`config.mk`:
```
export PLATFORM = sky130hd
export DESIGN_NAME = adc_sampler
export DESIGN_NICKNAME = d
export VERILOG_FILES = /design/src/rtl/adc_sampler.sv
export SDC_FILE = /design/constraint.sdc
export NUM_CORES = 1
export LEC_CHECK = 0
export BUFFER_PORTS_ARGS = -buffer_cell sky130_fd_sc_hd__buf_2
export CAP_MARGIN = 15
export CORE_MARGIN = 3
export CORE_UTILIZATION = 54
export DETAILED_ROUTE_END_ITERATION = 10
export GPL_ROUTABILITY_DRIVEN = 0
export PLACE_DENSITY_LB_ADDON = 0.25
export SYNTH_ARGS = -nofsm -noshare
export SYNTH_HDL_FRONTEND = slang
export SYNTH_SLANG_ARGS = --single-unit
```
`constraint.sdc`:
```
create_clock -name clk_in -period 2.1 [get_ports clk_in]
set_input_delay 0.315 -clock clk_in [delete_from_list [all_inputs] [get_ports clk_in]]
set_output_delay 0.315 -clock clk_in [all_outputs]
set_load 0.005 [all_outputs]
```
`src/rtl/adc_sampler.sv`:
```
// adc_sampler: periodic MCP3008-style sample sequencer in front of the SPI master.
// Issues one 24-bit frame per sample period and unpacks the channel-tagged 10-bit result.
module adc_sampler #(
  parameter int SAMPLE_PERIOD  = 100000,
  parameter int TIMEOUT_CYCLES = 8192
) (
  input  logic        clk_in,
  input  logic        rst_in,
  input  logic        enable_in,
  input  logic [2:0]  channel_in,
  output logic [23:0] spi_data_out,
  output logic        spi_trigger_out,
  input  logic [23:0] spi_data_in,
  input  logic        spi_valid_in,
  output logic [9:0]  sample_out,
  output logic [2:0]  sample_ch_out,
  output logic        sample_valid_out,
  output logic        timeout_out,
  output logic        frame_err_out,
  output logic [7:0]  overrun_count_out
);

  // state | meaning
  // IDLE  | sampling disabled, period counter parked
  // WAIT  | enabled, waiting for the next period tick
  // REQ   | one-cycle SPI start pulse, timeout counter cleared
  // BUSY  | waiting for SPI completion or timeout
  // DONE  | unpack captured frame, report sample or null-bit error

  localparam int PW = $clog2(SAMPLE_PERIOD);
  localparam int TW = $clog2(TIMEOUT_CYCLES);
  localparam logic [PW-1:0] PCNT_LAST = PW'(SAMPLE_PERIOD - 1);
  localparam logic [TW-1:0] TCNT_LAST = TW'(TIMEOUT_CYCLES - 1);

  typedef enum logic [2:0] {
    ST_IDLE,
    ST_WAIT,
    ST_REQ,
    ST_BUSY,
    ST_DONE
  } state_t;

  state_t        state, state_nxt;
  logic [PW-1:0] pcnt;
  logic [TW-1:0] tcnt, tcnt_nxt, tcnt_inc;
  logic          tick;
  logic          in_frame;
  logic          start;
  logic          capture;
  logic          timeout_nxt;
  logic          sample_valid_nxt;
  logic          frame_err_nxt;
  logic [2:0]    ch_q;
  logic [10:0]   frame_q;
  logic          unused_frame_hi;

  // Only the null bit and the 10 result bits of the returned frame carry information.
  assign unused_frame_hi = ^spi_data_in[23:11];

  assign tick     = enable_in && (pcnt == PCNT_LAST);
  assign in_frame = (state == ST_REQ) || (state == ST_BUSY) || (state == ST_DONE);
  assign tcnt_inc = tcnt + TW'(1);

  // Parked at the last count while disabled so the first enabled cycle ticks.
  always_ff @(posedge clk_in or negedge rst_in) begin
    if (!rst_in) begin
      pcnt <= PCNT_LAST;
    end else if (!enable_in) begin
      pcnt <= PCNT_LAST;
    end else if (pcnt == PCNT_LAST) begin
      pcnt <= '0;
    end else begin
      pcnt <= pcnt + PW'(1);
    end
  end

  always_ff @(posedge clk_in or negedge rst_in) begin
    if (!rst_in) begin
      state <= ST_IDLE;
      tcnt  <= '0;
    end else begin
      state <= state_nxt;
      tcnt  <= tcnt_nxt;
    end
  end

  always_comb begin
    state_nxt        = state;
    tcnt_nxt         = tcnt;
    start            = 1'b0;
    capture          = 1'b0;
    timeout_nxt      = 1'b0;
    sample_valid_nxt = 1'b0;
    frame_err_nxt    = 1'b0;
    case (state)
      ST_IDLE: begin
        if (enable_in) begin
          if (tick) begin
            start     = 1'b1;
            state_nxt = ST_REQ;
          end else begin
            state_nxt = ST_WAIT;
          end
        end
      end
      ST_WAIT: begin
        if (!enable_in) begin
          state_nxt = ST_IDLE;
        end else if (tick) begin
          start     = 1'b1;
          state_nxt = ST_REQ;
        end
      end
      ST_REQ: begin
        tcnt_nxt  = '0;
        state_nxt = ST_BUSY;
      end
      ST_BUSY: begin
        // A completion on the limit cycle wins over the timeout.
        if (spi_valid_in) begin
          capture   = 1'b1;
          state_nxt = ST_DONE;
        end else if (tcnt_inc == TCNT_LAST) begin
          timeout_nxt = 1'b1;
          state_nxt   = enable_in ? ST_WAIT : ST_IDLE;
        end else begin
          tcnt_nxt = tcnt_inc;
        end
      end
      ST_DONE: begin
        if (frame_q[10]) begin
          frame_err_nxt = 1'b1;
        end else begin
          sample_valid_nxt = 1'b1;
        end
        state_nxt = enable_in ? ST_WAIT : ST_IDLE;
      end
      default: state_nxt = ST_IDLE;
    endcase
  end

  always_ff @(posedge clk_in or negedge rst_in) begin
    if (!rst_in) begin
      spi_trigger_out   <= 1'b0;
      spi_data_out      <= '0;
      ch_q              <= '0;
      frame_q           <= '0;
      sample_out        <= '0;
      sample_ch_out     <= '0;
      sample_valid_out  <= 1'b0;
      timeout_out       <= 1'b0;
      frame_err_out     <= 1'b0;
      overrun_count_out <= '0;
    end else begin
      spi_trigger_out  <= (state_nxt == ST_REQ);
      timeout_out      <= timeout_nxt;
      sample_valid_out <= sample_valid_nxt;
      frame_err_out    <= frame_err_nxt;
      if (start) begin
        ch_q         <= channel_in;
        spi_data_out <= {8'h01, 1'b1, channel_in, 4'h0, 8'h00};
      end
      if (capture) begin
        frame_q <= spi_data_in[10:0];
      end
      if (sample_valid_nxt) begin
        sample_out    <= frame_q[9:0];
        sample_ch_out <= ch_q;
      end
      // A period that starts while a frame is still in flight is dropped, not queued.
      if (tick && in_frame && (overrun_count_out != 8'hFF)) begin
        overrun_count_out <= overrun_count_out + 8'd1;
      end
    end
  end

endmodule

```
# Word level (Yosys, flattened, before mapping)
# Cells that the tools add are included.
[word_totals] ff_bits=76 in_bits=31 out_inout_bits=49 wordCells=60
[op_classes] addsub=3 n_eq_ne=10 n_mux=25 n_reduce_logical=9
[op_table] operator="$mux W17" n=2
[op_table] operator="$mux W13" n=2
[op_table] operator="$pmux W13 S2" n=1
[op_table] operator="$add A17 B1 Y17 const B" n=1
[op_table] operator="$eq A17 B17 Y1 const B" n=1
[op_table] operator="$mux W3" n=5
[op_table] operator="$pmux W3 S5" n=1
[op_table] operator="$add A13 B1 Y13 const B" n=1
[op_table] operator="$eq A13 B13 Y1 const B" n=1
[op_table] operator="$mux W1" n=13
[op_table] operator="$eq A3 B2 Y1 const B" n=3
[op_table] operator="$add A8 B1 Y8 const B" n=1
[op_table] operator="$ne A8 B8 Y1 const B" n=1
[op_table] operator="$ne A2 B2 Y1 const B" n=2
[op_table] operator="$eq A3 B1 Y1 const B" n=1
[op_table] operator="$eq A3 B3 Y1 const B" n=1
[op_table] operator="$logic_and A1 B1 Y1" n=3
[op_table] operator="$logic_not A3 Y1" n=1
[op_table] operator="$reduce_and A3 Y1" n=1
[op_table] operator="$logic_or A1 B1 Y1" n=2
[op_table] operator="$mux W2" n=1
[op_table] operator="$reduce_bool A2 Y1" n=1
[op_table] operator="$reduce_or A2 Y1" n=1

# Logic depth before layout (Yosys ltp)
# Gate-level depths: netlist (run 1).
[logic_depth] depth_word=6 ltp_mapped=7 depth_no_buf=7

# Least setup slack after synthesis (run 1)
# OpenSTA, ideal clock, no wires.
[synth_path] path_kind="register -> register" start="reg pcnt[0]" end="reg overrun_count_out[1]" setup_time_ps=125 t_arrival_ps=1755 slack_ps=220 path_stages_with_launch=7 cell_sequence="dfstp_2 > ha_1 > and4_1 > nand4_2 > nor2_4 > o221ai_4 > mux2_4"
[synth_via] elab_chain_cells=4
[synth_lines] item="start, declared" line="44" text="logic [PW-1:0] pcnt;"
[synth_lines] item="start signal, assigned" line="73" text="pcnt <= pcnt + PW'(1);"
[synth_lines] item="$eq A17 B17 Y1" line="60" text="assign tick = enable_in && (pcnt == PCNT_LAST);"
[synth_lines] item="$logic_and A1 B1 Y1" line="60"
[synth_lines] item="$logic_and A1 B1 Y1 (2 in a row)" line="171" text="if (tick && in_frame && (overrun_count_out != 8'hFF)) begin"
[synth_lines] item="end signal, assigned" line="172" text="overrun_count_out <= overrun_count_out + 8'd1;"
[synth_lines] item="end, declared" line="20" text="output logic [7:0] overrun_count_out"
# Every way passes these cells.
# A chain may end at the register's enable or synchronous reset.

# Worst setup path in the final report (run 1)
[layout_path] start="reg tcnt[1]" end="reg tcnt[1]"
[layout_via] elab_chain_cells=4
[layout_lines] item="start, declared" line="45" text="logic [TW-1:0] tcnt, tcnt_nxt, tcnt_inc;"
[layout_lines] item="start signal, assigned" line="83" text="tcnt <= tcnt_nxt;"
[layout_lines] item="$add A13 B1 Y13 *" line="62" text="assign tcnt_inc = tcnt + TW'(1);"
[layout_lines] item="$eq A13 B13 Y1 / $mux W13 (equally long branches)" line="123" text="end else if (tcnt_inc == TCNT_LAST) begin"
[layout_lines] item="$ne A2 B2 Y1 (no source line) / $mux W13 (equally long branches)"
[layout_lines] item="$reduce_and A3 Y1 (no source line) / $pmux W13 S2 (equally long branches)"
# Mark *: on every way between the ends. The rest lies on a longest branch, timed or not. The select of a mux whose other input is x is not followed.

==> reports/qor.csv, run 1 <==
metric,value,unit
DR vias,2661,
Tightest Hold Check Type,input port to register,
fraction of final layout cells sized beyond drive strength 1,33.6,%
global routing's busiest layer,met2,
Multi-input gate area,1680,µm²
Max Cap Viol,0,
clk_lat worst skew,350,ps
global route overflow,0,
"Cell Area, Synth",3660,µm²
Crit. End Element,register,
"Async S/R FF share, synth",100,%
Fmax,505,MHz
first-pass GRT wire length,12.2,mm
Root Driver,clkbuf_8,
Ys Warns,0,
Final Non-Filler Cells,473,
antenna violations before repair,0,
placeable core region,6460,µm²
clock buffer count from CTS,9,
half-perimeter wire length after placement,5.17,mm
"CTS clk-pin slew, worst paths",80,ps
# fillers,508,
"Seq/Total Area, Yosys",50.2,%
cell count after synthesis,333,
GRT met3 Usage,6.52,%
largest net degree at the start of global routing,26,
synthesis-to-layout area growth,13.9,%
Vias/cell,5.63,
GR Layer Usage met1,26.9,%
cell area power density,1120,nW/µm²
Max Slew Vio Count,0,
CTS tree,yes,
routed len/inst,15.5,µm
Critical Path Start Type,register,
Layout Nets,426,
Seq cells post-synth,73,
drt pass-1 iters,4,
critical path class,register to register,
Initial Util,56.7,%
"most common cell after layout, fill and taps aside",dfrtp_1,
# diodes,0,
"commonest cells after routing, fill and taps aside","62 x dfrtp_1, 47 x buf_2, 27 x mux2_2",
RSZ-0062 raised after global routing,false,
via count of the first global-routing pass,2591,
count of cell types in the netlist,55,
pre-CTS WS,46.2,ps
# H-tree levels,3,
initial DRC count,189,
buffer depth of the longest clock path,2,
Critical Path Fanout Max,6,
Max-slew headroom,59.4,%
post-layout min period,1980,ps
status,"complete, no violations",
# setup viols final,0,
Final period util,94.3,%
GRT Total Usage,20.3,%
antenna-violating nets left,0,
M2 GR Usage,31.6,%
Worst EP required,2390,ps
crit path DAT,2270,ps
worst vdd rail ir drop,0.000833,V
R2R setup slack,120,ps
Worst Max-Slew Pin Slew,609,ps
FP Rows,29,
Die Ht,88.4,µm
"Top FF cell, synth",dfrtp_1,
port bufs,47,
Die ar.,7810,µm²
Die Wd,88.4,µm
Post-CTS Setup Inserts,0,
final setup TNS,0,ps
Final Skew,9.77,ps
"Worst Setup Slack, final",120,ps
Post-synth EDFFs,0,
dpl cells,456,
total I/O pin count,80,
TritonCTS Sinks,73,
"Hold Vio Cnt, Final",0,
Sequential Area,1840,µm²
Pleak,1.96,nW
mean post-synth cell area,11.0,µm²
total length of routed wires,7.35,mm
# DRC,0,
cell type report:
type,instances,share of cell area (%)
Clock buffer,10,3.06
Clock inverter,6,1.08
Inverter,11,0.989
Multi-Input combinational cell,236,40.2
Sequential cell,73,44.1
Tap cell,77,2.31
Timing Repair Buffer,60,8.33
flip-flops by register name (all words and copies together) (netlist names):
signal / flops
pcnt: 17
tcnt: 13
frame_q: 11
sample_out: 10
overrun_count_out: 8
sample_ch_out: 3
state: 3
ch_q: 2
spi_data_out: 2
frame_err_out: 1
sample_valid_out: 1
spi_trigger_out: 1
timeout_out: 1
routing by layer:
metal / vias up / wire (µm)
met4: 0 / 119
li1: 1251 / -
met3: 13 / 473
met1: 1310 / 3250
met5: - / 0
met2: 87 / 3500
final timing paths:
path | startpoint | endpoint | cells after the start
worst max-delay path | tcnt[1] | tcnt[1] | 7
worst min-delay path | spi_data_in[7] | frame_q[7] | 2
worst max register to register | tcnt[1] | tcnt[1] | 7
worst min register to register | sample_ch_out[2] | sample_ch_out[2] | 1
max in group asynchronous | rst_in | tcnt[5] | 3
min in group asynchronous | rst_in | timeout_out | 2
through the flow:
step	total power [W]	utilization [%]	hold WS (ps)	area (µm²)
5_1_grt	0.00500	64.6	162	4180
4_1_cts	0.00468	64.2	175	4150
3_5_place_dp	0.00368	61.4	361	3960
6_report	0.00469	64.6	185	4180
3_3_place_gp	0.00361	61.4	354	3960
2_1_floorplan	0.00317	-	19.4	3730
what timing repair did:
item | in CTS | in global routing
endpoints found under the hold margin | 22 | 0
setup endpoints to repair | 0 | 15
hold buffers | 1 | 0
resized for setup | 0 | 7
critical path: stages, from the launching register on:
cell and delay [ps]:
dfrtp_2 450, ha_2 220, nand2_2 130, a31oi_1 120, o32ai_2 270, o211ai_1 230
a22oi_2 300, a22o_1 190
power breakdown:
group          switching, W  leakage, nW  internal (W)
Combinational      0.000752        0.962      0.000758
Sequential         0.000326        0.923       0.00186
Clock              0.000552       0.0789      0.000432
Total               0.00163         1.96       0.00306
synth_stat cells (all sizes together), types with 4 or more instances:
library cell / number / area share, %
dfrtp: 63 / 43
mux2: 29 / 9.0
buf: 27 / 5.1
nand2: 27 / 2.8
nor2: 24 / 2.7
o21ai: 17 / 2.3
xor2: 13 / 3.1
nand3: 12 / 1.6
inv: 11 / 1.1
nand4: 11 / 2.2
nor3: 11 / 2.0
dfstp: 10 / 7.2
xnor2: 10 / 2.4
and3: 8 / 1.5
a21oi: 6 / 0.82
clkbuf: 4 / 0.41
ha: 4 / 1.4
o21a: 4 / 0.82
o31ai: 4 / 0.82
cell families (layout without fill, tap and decap cells):
kind of cell             Yosys count  count (layout)  synth area share, %
AO/OA/AOI/OAI                     48              48                 9.46
XOR/XNOR                          23              23                 5.50
adder cells (fa/ha/maj)            4               4                 1.37
buffers and inverters             42              87                 6.66
flip-flops                        73              73                 50.2
multiplexers                      31              31                 9.56
other                              1              19                0.102
AND/OR/NAND/NOR                  111             111                 17.2
(Power assumes the default switching activity.)
==> run 2, diff against run 1 <==
--- a/config.mk
+++ b/config.mk
@@ -9,9 +9,11 @@
 export CAP_MARGIN = 15
 export CORE_MARGIN = 3
 export CORE_UTILIZATION = 54
+export CTS_BUF_LIST = sky130_fd_sc_hd__clkbuf_8 sky130_fd_sc_hd__clkbuf_16
 export DETAILED_ROUTE_END_ITERATION = 10
 export GPL_ROUTABILITY_DRIVEN = 0
 export PLACE_DENSITY_LB_ADDON = 0.25
+export RECOVER_POWER = 25
 export SYNTH_ARGS = -nofsm -noshare
 export SYNTH_HDL_FRONTEND = slang
 export SYNTH_SLANG_ARGS = --single-unit
==> run 2 against run 1 <==
Compared with the run above: non-clock buffer count stayed put; sequential power hardly changed; routed wire length is 0.53% lower; clock power is 0.5% lower; final area is 0.24% lower; setup slack worse by 8.0 ps; flip-flop and latch count stayed put; clock skew hardly changed; highest routed layer unchanged.
==> reports/qor.csv, run 2 (same netlist as run 1, synthesis figures left out) <==
metric,value,unit
status,"complete, no violations",
Reg with most FFs,pcnt,
Max-slew headroom,3.76,%
Critical Path Start Type,register,
fraction of final layout cells sized beyond drive strength 1,32.6,%
Crit. End Element,register,
global route overflow,0,
Worst Max-Slew Pin Slew,1440,ps
via count of the first global-routing pass,2591,
Pleak,1.95,nW
"CP delay by family, top",compound AO/OA/AOI/OAI gates,
Die ar.,7810,µm²
Critical Path Fanout Max,6,
clock buffer count from CTS,9,
Max Slew Vio Count,0,
Final period util,94.7,%
crit path DAT,2280,ps
max reg flops,17,
Root Driver,clkbuf_8,
CP max stage delay,440,ps
Tightest Hold Check Type,input port to register,
Finished Core Util,64.5,%
antenna violations before repair,0,
dpl cells,456,
Die Ht,88.4,µm
Fmax,503,MHz
initial DRC count,183,
antenna-violating nets left,0,
worst vdd rail ir drop,0.000836,V
# diodes,0,
CTS tree,yes,
# DRC,0,
port bufs,47,
CP bufs+invs,0,
"most common cell after layout, fill and taps aside",dfrtp_1,
total length of routed wires,7.31,mm
CP max-delay cell,dfrtp_2,
buffer depth of the longest clock path,2,
top flop regs,"pcnt x17, tcnt x13, frame_q x11",
# setup viols final,0,
DR vias,2682,
cell area power density,1120,nW/µm²
largest net degree at the start of global routing,26,
critical path class,register to register,
placeable core region,6460,µm²
synthesis-to-layout area growth,13.7,%
crit-path cells,"ha_2, nand2_2, a31oi_1, o32ai_2, o211ai_1, a22oi_2, a22o_1",
Vias/cell,5.67,
# H-tree levels,3,
final setup TNS,0,ps
total I/O pin count,80,
drt pass-1 iters,4,
Layout Nets,426,
routed len/inst,15.5,µm
first-pass GRT wire length,12.2,mm
"commonest cells after routing, fill and taps aside","62 x dfrtp_1, 45 x buf_2, 27 x mux2_2",
Initial Util,56.7,%
Max Cap Viol,0,
GRT Total Usage,20.3,%
"CTS clk-pin slew, worst paths",80,ps
post-layout min period,1990,ps
Final Non-Filler Cells,473,
Worst EP required,2390,ps
Die Wd,88.4,µm
"Hold Vio Cnt, Final",0,
overall power,0.00468,W
RSZ-0062 raised after global routing,false,
clk_lat worst skew,360,ps
TritonCTS Sinks,73,
half-perimeter wire length after placement,5.17,mm
Final Skew,9.71,ps
FP Rows,29,
==> run 2: cell count changes in the layout (fill, tap and decap cells not counted), sizes merged <==
cell / change
inv: +1
buf: -4
clkbuf: +3
==> run 2: area by class of cell <==
cell class,instances,area [µm²]
Timing Repair Buffer,60,338
Clock buffer,9,124
Clock inverter,7,48.8
Inverter,11,41.3
Multi-Input combinational cell,236,1680
Tap cell,77,96.3
Fill cell,509,2290
Sequential cell,73,1840
==> run 2: worst paths after layout <==
check | startpoint | to | slack, ps | cells after the start
min in group asynchronous | rst_in | timeout_out | 830 | 2
setup reg to reg | tcnt[1] | tcnt[1] | 110 | 7
max in group asynchronous | rst_in | frame_q[0] | 270 | 3
hold / removal | spi_data_in[7] | frame_q[7] | 180 | 2
hold reg to reg | sample_ch_out[2] | sample_ch_out[2] | 500 | 1
setup / recovery | tcnt[1] | tcnt[1] | 110 | 7
==> run 2: worst register-to-register path: stages, from the launching register on <==
cell and delay (ps):
dfrtp_2 440, ha_2 220, nand2_2 130, a31oi_1 120, o32ai_2 280, o211ai_1 230
a22oi_2 310, a22o_1 190
==> run 2: per-layer routing <==
layer | GRT usage, % | wire [µm] | up-vias | share of wire [%]
li1 | - | - | 1258 | -
met2 | 31.6 | 3460 | 95 | 47
met5 | 0 | 0 | - | 0
met1 | 26.9 | 3240 | 1316 | 44
met3 | 6.52 | 489 | 13 | 6.7
met4 | 7.28 | 114 | 0 | 1.6
==> run 2: power breakdown <==
group	switching [W]	internal (W)
registers	0.000325	0.00186
logic	0.000750	0.000755
clock network	0.000553	0.000427
total	0.00163	0.00305
==> run 2: timing repair <==
action | CTS | global route
endpoints found under the setup margin | 0 | 15
hold endpoints to repair | 22 | 0
setup buffers | 0 | 0
gates resized for setup | 0 | 7
hold buffers | 1 | 0
==> run 2: per-stage QoR <==
step	setup WS, ps	area, µm²	hold WS [ps]
after global placement	109	3960	354
after global routing	8.72	4170	162
after CTS	37.2	4150	175
after floorplan	220	3730	19.4
after detailed placement	46.2	3960	361
final	112	4170	182
